## config.mk

```make
export PLATFORM = sky130hd
export DESIGN_NAME = baccarat_game_fsm_flat
export DESIGN_NICKNAME = d
export VERILOG_FILES = /design/src/rtl/baccarat_pkg.sv /design/src/rtl/baccarat_game_fsm_if.sv /design/src/rtl/baccarat_game_fsm_banker_draw_rule.sv /design/src/rtl/baccarat_game_fsm.sv /design/src/flat_wrapper.sv
export SDC_FILE = /design/constraint.sdc
export NUM_CORES = 1
export LEC_CHECK = 0
export ABC_AREA = 1
export ABC_CLOCK_PERIOD_IN_PS = 1200
export CORE_MARGIN = 2
export CORE_UTILIZATION = 43
export CTS_BUF_LIST = sky130_fd_sc_hd__clkbuf_4 sky130_fd_sc_hd__clkbuf_8 sky130_fd_sc_hd__clkbuf_16
export CTS_CLUSTER_SIZE = 14
export DETAILED_ROUTE_END_ITERATION = 8
export HOLD_SLACK_MARGIN = 0.05
export MAX_ROUTING_LAYER = met4
export PLACE_DENSITY = 0.78
export SYNTH_ARGS = -nofsm -noshare
export SYNTH_HDL_FRONTEND = slang
export SYNTH_HIERARCHICAL = 1
export SYNTH_SLANG_ARGS = --single-unit
```

## constraint.sdc

```tcl
create_clock -name slow_clock -period 1.2 [get_ports slow_clock]
set_input_delay 0.24 -clock slow_clock [delete_from_list [all_inputs] [get_ports slow_clock]]
set_output_delay 0.24 -clock slow_clock [all_outputs]
set_load 0.01 [all_outputs]
```

## src/rtl/baccarat_pkg.sv

```systemverilog
// Shared types and helpers for the baccarat round controller.
package baccarat_pkg;

  localparam int NATURAL_MIN_DEF = 8;
  localparam int DRAW_MAX_DEF    = 5;

  typedef enum logic [3:0] {
    RST     = 4'd0,
    DEAL_P1 = 4'd1,
    DEAL_D1 = 4'd2,
    DEAL_P2 = 4'd3,
    DEAL_D2 = 4'd4,
    EVAL    = 4'd5,
    DEAL_P3 = 4'd6,
    EVAL_D  = 4'd7,
    DEAL_D3 = 4'd8,
    RESULT  = 4'd9,
    DONE    = 4'd10
  } state_t;

  // Tens and court cards count as zero; unused codes 14/15 fold to zero too.
  function automatic logic [3:0] card_value(input logic [3:0] rank);
    return (rank >= 4'd10) ? 4'd0 : rank;
  endfunction

endpackage

```

## src/rtl/baccarat_game_fsm_if.sv

```systemverilog
// Connection between the round controller and the card/score datapath.
interface baccarat_game_fsm_if;
  logic [3:0] pscore;
  logic [3:0] dscore;
  logic [3:0] pcard3_in;
  logic       load_pcard1;
  logic       load_pcard2;
  logic       load_pcard3;
  logic       load_dcard1;
  logic       load_dcard2;
  logic       load_dcard3;
  logic       player_win_light;
  logic       dealer_win_light;
  logic       game_done;

  modport master (
    input  pscore, dscore, pcard3_in,
    output load_pcard1, load_pcard2, load_pcard3,
    output load_dcard1, load_dcard2, load_dcard3,
    output player_win_light, dealer_win_light, game_done
  );

  modport slave (
    output pscore, dscore, pcard3_in,
    input  load_pcard1, load_pcard2, load_pcard3,
    input  load_dcard1, load_dcard2, load_dcard3,
    input  player_win_light, dealer_win_light, game_done
  );
endinterface

```

## src/rtl/baccarat_game_fsm_banker_draw_rule.sv

```systemverilog
// Dealer third-card tableau: decides a dealer draw from the dealer two-card
// score and the value of the player's third card.
module banker_draw_rule (
  input  logic [3:0] dscore,
  input  logic [3:0] pcard3_val,
  output logic       draw
);

  always_comb begin
    draw = 1'b0;
    case (dscore)
      4'd0, 4'd1, 4'd2: draw = 1'b1;
      4'd3:             draw = (pcard3_val != 4'd8);
      4'd4:             draw = (pcard3_val >= 4'd2) && (pcard3_val <= 4'd7);
      4'd5:             draw = (pcard3_val >= 4'd4) && (pcard3_val <= 4'd7);
      4'd6:             draw = (pcard3_val >= 4'd6) && (pcard3_val <= 4'd7);
      default:          draw = 1'b0;
    endcase
  end

endmodule

```

## src/rtl/baccarat_game_fsm.sv

```systemverilog
// Baccarat round controller: sequences card loads, applies the tableau and
// latches the winner lights until reset.
//
// state   | meaning
// RST     | idle after reset, lights cleared
// DEAL_P1 | load player card 1
// DEAL_D1 | load dealer card 1
// DEAL_P2 | load player card 2
// DEAL_D2 | load dealer card 2
// EVAL    | two-card scores valid: natural / player draw / dealer draw
// DEAL_P3 | load player card 3
// EVAL_D  | dealer tableau against player third card
// DEAL_D3 | load dealer card 3
// RESULT  | compare final scores, lights registered on exit
// DONE    | hold lights until reset
module baccarat_game_fsm
  import baccarat_pkg::*;
#(
  parameter int NATURAL_MIN = NATURAL_MIN_DEF,
  parameter int DRAW_MAX    = DRAW_MAX_DEF
) (
  input  logic                       slow_clock,
  input  logic                       resetb,
  baccarat_game_fsm_if.master        bus
);

  localparam logic [3:0] NAT_MIN = 4'(NATURAL_MIN);
  localparam logic [3:0] DRW_MAX = 4'(DRAW_MAX);

  state_t state_q, state_d;
  logic   player_q, player_d;
  logic   dealer_q, dealer_d;
  logic   done_q, done_d;
  logic   dealer_draw;

  banker_draw_rule u_draw_rule (
    .dscore     (bus.dscore),
    .pcard3_val (card_value(bus.pcard3_in)),
    .draw       (dealer_draw)
  );

  always_ff @(posedge slow_clock or negedge resetb) begin
    if (!resetb) begin
      state_q  <= RST;
      player_q <= 1'b0;
      dealer_q <= 1'b0;
      done_q   <= 1'b0;
    end else begin
      state_q  <= state_d;
      player_q <= player_d;
      dealer_q <= dealer_d;
      done_q   <= done_d;
    end
  end

  always_comb begin
    state_d  = state_q;
    player_d = player_q;
    dealer_d = dealer_q;
    done_d   = done_q;
    case (state_q)
      RST: begin
        state_d  = DEAL_P1;
        player_d = 1'b0;
        dealer_d = 1'b0;
        done_d   = 1'b0;
      end
      DEAL_P1: state_d = DEAL_D1;
      DEAL_D1: state_d = DEAL_P2;
      DEAL_P2: state_d = DEAL_D2;
      DEAL_D2: state_d = EVAL;
      EVAL: begin
        if (bus.pscore >= NAT_MIN || bus.dscore >= NAT_MIN)
          state_d = RESULT;
        else if (bus.pscore <= DRW_MAX)
          state_d = DEAL_P3;
        else if (bus.dscore <= DRW_MAX)
          state_d = DEAL_D3;
        else
          state_d = RESULT;
      end
      DEAL_P3: state_d = EVAL_D;
      EVAL_D:  state_d = dealer_draw ? DEAL_D3 : RESULT;
      DEAL_D3: state_d = RESULT;
      RESULT: begin
        state_d  = DONE;
        player_d = (bus.pscore >= bus.dscore);
        dealer_d = (bus.dscore >= bus.pscore);
        done_d   = 1'b1;
      end
      DONE:    state_d = DONE;
      default: state_d = RST;
    endcase
  end

  assign bus.load_pcard1      = (state_q == DEAL_P1);
  assign bus.load_dcard1      = (state_q == DEAL_D1);
  assign bus.load_pcard2      = (state_q == DEAL_P2);
  assign bus.load_dcard2      = (state_q == DEAL_D2);
  assign bus.load_pcard3      = (state_q == DEAL_P3);
  assign bus.load_dcard3      = (state_q == DEAL_D3);
  assign bus.player_win_light = player_q;
  assign bus.dealer_win_light = dealer_q;
  assign bus.game_done        = done_q;

endmodule

```

## src/flat_wrapper.sv

```systemverilog
// flat-port wrapper written by rule: the top's interface ports become plain ports
module baccarat_game_fsm_flat import baccarat_pkg::*;
#(
  parameter int NATURAL_MIN = NATURAL_MIN_DEF,
  parameter int DRAW_MAX    = DRAW_MAX_DEF
)
  (slow_clock, resetb, bus_pscore, bus_dscore, bus_pcard3_in, bus_load_pcard1, bus_load_pcard2, bus_load_pcard3, bus_load_dcard1, bus_load_dcard2, bus_load_dcard3, bus_player_win_light, bus_dealer_win_light, bus_game_done);
  baccarat_game_fsm_if bus_i ();
  input  logic slow_clock;
  input  logic resetb;
  input wire logic [$bits(bus_i.pscore)-1:0] bus_pscore;
  input wire logic [$bits(bus_i.dscore)-1:0] bus_dscore;
  input wire logic [$bits(bus_i.pcard3_in)-1:0] bus_pcard3_in;
  output wire logic [$bits(bus_i.load_pcard1)-1:0] bus_load_pcard1;
  output wire logic [$bits(bus_i.load_pcard2)-1:0] bus_load_pcard2;
  output wire logic [$bits(bus_i.load_pcard3)-1:0] bus_load_pcard3;
  output wire logic [$bits(bus_i.load_dcard1)-1:0] bus_load_dcard1;
  output wire logic [$bits(bus_i.load_dcard2)-1:0] bus_load_dcard2;
  output wire logic [$bits(bus_i.load_dcard3)-1:0] bus_load_dcard3;
  output wire logic [$bits(bus_i.player_win_light)-1:0] bus_player_win_light;
  output wire logic [$bits(bus_i.dealer_win_light)-1:0] bus_dealer_win_light;
  output wire logic [$bits(bus_i.game_done)-1:0] bus_game_done;
  assign bus_i.pscore = bus_pscore;
  assign bus_i.dscore = bus_dscore;
  assign bus_i.pcard3_in = bus_pcard3_in;
  assign bus_load_pcard1 = bus_i.load_pcard1;
  assign bus_load_pcard2 = bus_i.load_pcard2;
  assign bus_load_pcard3 = bus_i.load_pcard3;
  assign bus_load_dcard1 = bus_i.load_dcard1;
  assign bus_load_dcard2 = bus_i.load_dcard2;
  assign bus_load_dcard3 = bus_i.load_dcard3;
  assign bus_player_win_light = bus_i.player_win_light;
  assign bus_dealer_win_light = bus_i.dealer_win_light;
  assign bus_game_done = bus_i.game_done;
  baccarat_game_fsm #(.NATURAL_MIN(NATURAL_MIN), .DRAW_MAX(DRAW_MAX)) u_core (.slow_clock(slow_clock), .resetb(resetb), .bus(bus_i));
endmodule
```

==> After elaboration in Yosys (flattened, before gate mapping) <==
Cells that the tools add are included.
{ "op_classes": {"magnitude_cmp": 11, "eq_ne": 17, "mux": 10, "n_reduce_logical": 9} }
{ "ops": {"columns": ["op", "n"], "rows": [
  ["$pmux 4 s10", 1],
  ["$eq 4x3->1 const B", 7],
  ["$eq 4x2->1 const B", 4],
  ["$eq 4x4->1 const B", 3],
  ["$ge 4x4->1 const B", 3],
  ["$le 4x3->1 const B", 3],
  ["$mux 4", 3],
  ["$eq 4x1->1 const B", 2],
  ["$ge 4x3->1 const B", 2],
  ["$ge 4x4->1", 2],
  ["$logic_not 4->1", 2],
  ["$pmux 1 s2", 3],
  ["$pmux 1 s5", 1],
  ["$ge 4x2->1 const B", 1],
  ["$ne 4x4->1 const B", 1],
  ["$logic_and 1x1->1", 3],
  ["$reduce_or 3->1", 1],
  ["$mux 1", 2],
  ["$reduce_bool 2->1", 1],
  ["$reduce_or 2->1", 1],
  ["$logic_or 1x1->1", 1]
]} }
{ "totals": {"reg_bits": 7, "out_inout_bits": 9} }

==> Longest topological paths before layout <==
{ "logic_depth": {"word_depth": 7, "ltp_mapped": 12, "depth_no_buf": 12} }

==> Cells and area by module <==
Netlist, hierarchy kept.
{ "by_module_without_submodules": {"columns": ["module", "instances", "cells_per_inst", "area_per_inst_um2", "seq_area_each_um2"], "rows": [
  ["baccarat_game_fsm", 1, 87, 569.3, 175.2],
  ["banker_draw_rule", 1, 16, 70.1, 0.0]
]} }

==> Worst setup path before layout <==
Ideal clock, no wire load.
{ "synth_timing": {"path_type": "input port to flip-flop", "from": "input bus_pcard3_in[2]", "to": "register u_core.state_q[0]", "arrival_time_ns": 1.010, "setup_slack_ns": 0.062, "cell_stages": 12, "path_buffers": 0, "path_cell_list": "o21ai_0 -> nand2_1 -> inv_1 -> inv_1 -> nor2_2 -> nand2_1 -> nand2_1 -> nand2_1 -> a21oi_2 -> inv_1 -> nand2_1 -> nand3_1"} }
{ "synth_between": {"elab_chain_len": 7, "elab_cells_between_ends": 13, "cone_classes": "5 x order compare; 1 x eq/ne; 4 x mux; 3 x reduce/logical"} }
{ "synth_lines": {"columns": ["element", "line", "text"], "rows": [
  ["from (decl)", "flat_wrapper.sv:13", "input wire logic [$bits(bus_i.pcard3_in)-1:0] bus_pcard3_in;"],
  ["$ge 4x4->1", "baccarat_pkg.sv:23", "return (rank >= 4'd10) ? 4'd0 : rank;"],
  ["$mux 4 (*)", "baccarat_pkg.sv:23", null],
  ["$ge 4x3->1, or another cell as far along", "baccarat_game_fsm_banker_draw_rule.sv:16", "4'd6: draw = (pcard3_val >= 4'd6) && (pcard3_val <= 4'd7);"],
  ["$logic_and 1x1->1, on equally long branches", "baccarat_game_fsm_banker_draw_rule.sv:16, baccarat_game_fsm_banker_draw_rule.sv:14, baccarat_game_fsm_banker_draw_rule.sv:15", null],
  ["$pmux 1 s5 (*)", "baccarat_game_fsm_banker_draw_rule.sv:11", "case (dscore)"],
  ["via u_core.dealer_draw", "baccarat_game_fsm.sv:34", "logic dealer_draw;"],
  ["$mux 1 (*)", "baccarat_game_fsm.sv:83", "EVAL_D: state_d = dealer_draw ? DEAL_D3 : RESULT;"],
  ["$pmux 4 s10 (*)", "baccarat_game_fsm.sv:61", "case (state_q)"],
  ["via u_core.state_d[0]", "baccarat_game_fsm.sv:30", "state_t state_q, state_d;"],
  ["to (signal assigned)", "baccarat_game_fsm.sv:49", "state_q <= state_d;"],
  ["to (decl)", "baccarat_game_fsm.sv:30", null]
]} }
The timed path passes the listed nets; every way through them passes the cells marked *.
A chain may end at the register's enable or synchronous reset.

==> Final worst setup path <==
{ "layout_timing": {"from": "register u_core.state_q[1]", "to": "output bus_load_pcard1"} }
{ "layout_between": {"elab_chain_len": 1} }
{ "layout_lines": {"columns": ["element", "line", "text"], "rows": [
  ["$eq 4x1->1", "baccarat_game_fsm.sv:96", "assign bus.load_pcard1 = (state_q == DEAL_P1);"],
  ["to (decl)", "flat_wrapper.sv:14", "output wire logic [$bits(bus_i.load_pcard1)-1:0] bus_load_pcard1;"]
]} }
No other way between the ends.

==> key figures <==
Clock network
  – CTS max path bufs: 2
  – CTS tree: yes
  – Worst-Skew Late Latency: 250 ps
  – CTS clock-pin slew for the worst setup and hold paths: 60 ps
  – Htree depth: 1
  – Inserted Clock Buffers: 3
  – Sinks on the clock net: 7
  – Root Buffer Master: clkbuf_4

Yosys
  – #FFs+latches synth: 7
  – Ys Warns: 6
  – Synth Instances: 103
  – Syn nets: 121
  – Post-Syn Area: 639 um^2
  – Unique masters post-synth: 19
  – Syn_area_per_cell: 6.21 um^2
  – Seq/Total Area, Yosys: 27.4%

Worst setup path
  – Startpoint type of the worst setup path: register
  – Reg-to-Reg End: u_core/bus.player_win_light
  – Bufs and invs on worst path: 3
  – R2R cell count: 8
  – Worst endpoint required time: 960 ps
  – Reg2reg start: u_core/state_q[0]
  – Crit-path max cell delay: 400 ps
  – Critical Path Fanout Max: 4
  – Reg2reg setup slack: -40 ps
  – Crit path kind: register to output port
  – CP max stage cell: dfrtp_1
  – Top Family by Delay on Critical Path: flip-flops
  – WP data arrival: 1140 ps
  – Worst-path cell chain: inv_2 > buf_6 > nand2_4 > nor2_2 > buf_2
  – Worst setup EP type: output port

Pwr
  – P per Cell Area: 1910 nW/um^2
  – Overall Power: 2230 uW
  – VDD IR max: 0.995 mV
  – Sw Pwr: 975 uW
  – Sequential Power Share: 19.2%
  – Pint: 1250 uW
  – Clock power frac: 11.3%
  – Combinational power share: 69.5%
  – Leakage power: 0.000651 uW
  – Sw Ratio: 43.7%

Worst hold path
  – Worst hold-check path type: input port to asynchronous set/reset pin

Routing
  – Post-Route WL: 2190 um
  – Initial DRC count: 30
  – Drt pass-1 iters: 5
  – Final ANT Viol Nets: 0
  – Vias per cell: 5.16
  – DR DRC count: 0
  – Drt wl/cell: 13.0 um
  – Vias: 872

Floorplanning
  – Rows: 13
  – Die Height: 42.6 um
  – Ports: 23
  – Die Footprint: 1810 um^2
  – Starting density of the core: 47.4%
  – Core Area: 1350 um^2
  – Horiz. Die Dim: 42.6 um

Placement
  – Worst slack, placed: -548 ps
  – GPL Wtd Cong: 0.838
  – Detailed Place HPWL: 1260 um
  – Port-buffer cells: 22

Global routing
  – Largest net degree at the start of global routing: 8
  – Vias in the first global route: 846
  – Initial antenna violation count: 0
  – First-pass GRT wire length: 3280 um
  – Gr usage total: 24.3%
  – Grt ovf: 0

Timing
  – Post-route clock period utilization: 115%
  – RSZ-0062 raised after global routing: true
  – Pins Over Slew Limit: 0
  – Achievable Freq: 724 MHz
  – Tmin final: 1380 ps
  – Final worst slack: -182 ps
  – Final setup vio count: 10
  – Final hold vios: 0
  – Relative slew slack: 77.8%
  – Clock skew: 2.47 ps
  – Slew @ Worst Pin: 332 ps

Run status
  – Outcome: finished with violations
  – Failing checks: negative setup slack

Finish
  – Multi-input combinational cell area: 478 um^2
  – Ant. Diodes: 0
  – Final core occ: 86.4%
  – Layout area overhead: 82.4%
  – Layout cells sized above 1: 50.0%
  – FF+latch area: 176 um^2
  – FILL cells: 87
  – Final nets: 173

Flow run
  – Max_cap viols: 0
==> through the flow <==
| step | std cells | hold slack, ps | TNS (ps) | area [um^2] |
|---|---|---|---|---|
| 3_5_place_dp | 157 | 465 | -3240 | 1010 |
| 5_1_grt | 169 | 276 | -1630 | 1170 |
| 3_3_place_gp | 157 | 462 | -2990 | 1010 |
| 2_1_floorplan | 103 | -55.6 | 0 | 639 |
| 4_1_cts | 167 | 259 | -594 | 1120 |
| 6_report | 169 | 247 | -1010 | 1170 |
==> cell families after synthesis <==
family | Yosys count | share of synthesized area, %
AND/OR/NAND/NOR | 60 | 42.5
buffers and inverters | 23 | 13.5
AO/OA/AOI/OAI | 9 | 8.81
flip-flops | 7 | 27.4
adder cells (fa/ha/maj) | 4 | 7.83
==> how the worst max path moves through the flow <==
stage / start / end / depth (start not counted) / slack, ps
4_1_cts: u_core/state_q[2] / bus_load_dcard1 / 4 / -120
3_5_place_dp: bus_pcard3_in[2] / u_core/state_q[0] / 13 / -550
5_1_grt: u_core/state_q[2] / bus_load_dcard1 / 4 / -230
2_1_floorplan: bus_pcard3_in[2] / u_core/state_q[0] / 12 / 60
3_3_place_gp: bus_pcard3_in[2] / u_core/state_q[0] / 13 / -420
6_report: u_core/state_q[1] / bus_load_pcard1 / 5 / -180
==> area by class of cell <==
cell class              instances  area share (%)
clock buffers                   4            2.58
inverters                      23            7.40
multi-input cells              73            41.0
flip-flops and latches          7            15.1
well taps                      15            1.61
repair buffers                 47            32.3
==> cell usage in the layout (no fill, tap or decap), types with 2 or more instances in the layout <==
cell type        instances
dfrtp_1                  6
nand3_2                  5
clkdlybuf4s50_1          3
buf_2                    5
inv_1                   12
clkbuf_4                 4
o21ai_2                  2
inv_2                   11
nor2_2                   7
buf_6                    5
nand2_2                  5
buf_4                   21
nand2_1                 27
ha_4                     2
ha_1                     2
dlygate4sd2_1           10
clkbuf_2                 2
nor2_4                   4
o21ai_1                  2
nor2_1                   8
==> power groups by stage <==
stage / Sequential (uW) / Combinational, uW / Clock, uW
final: 428 / 1550 / 251
after global routing: 438 / 1660 / 273
after CTS: 419 / 1330 / 240
after detailed placement: 407 / 1160 / 0
after global placement: 400 / 1140 / 0
after floorplan: 417 / 554 / 0
==> flip-flops by register name, summed over array words and instances (netlist names) <==
signal                       cells
u_core/state_q                   4
u_core/bus.dealer_win_light      1
u_core/bus.player_win_light      1
u_core/bus.game_done             1
==> timing repair <==
action | CTS | global route
pin swaps | 13 | 5
setup endpoints to repair | 12 | 11
hold buffers | 0 | 0
gates resized for setup | 63 | 16
setup buffers | 7 | 2
==> worst register-to-register path: stages (launching register included) <==
cell and delay [ps]:
dfrtp_2 460, inv_2 80, nand2_2 70, buf_4 130
buf_4 130, nor2_4 110, nor2_4 50, nand2_1 60
nand2_1 50
==> synth_stat cells (all sizes together) <==
cell	count	area, um^2
nand3	6	30.0
nor2	19	93.8
and2	1	6.26
o21ai	4	23.8
o211ai	1	7.51
a21oi	3	18.8
nor3b	1	7.51
a31oi	1	6.26
dfrtp	7	175
ha	4	50.1
inv	23	86.3
nand2	33	134
==> metal layers <==
layer | GRT usage [%] | vias up | share of wire, %
met5 | - | - | 0
met4 | 13.8 | 0 | 2.1
met3 | 3.45 | 9 | 4.7
met1 | 23.4 | 407 | 41
met2 | 45.2 | 43 | 52
li1 | - | 413 | -
No activity file was read; power rests on OpenSTA's default activity.
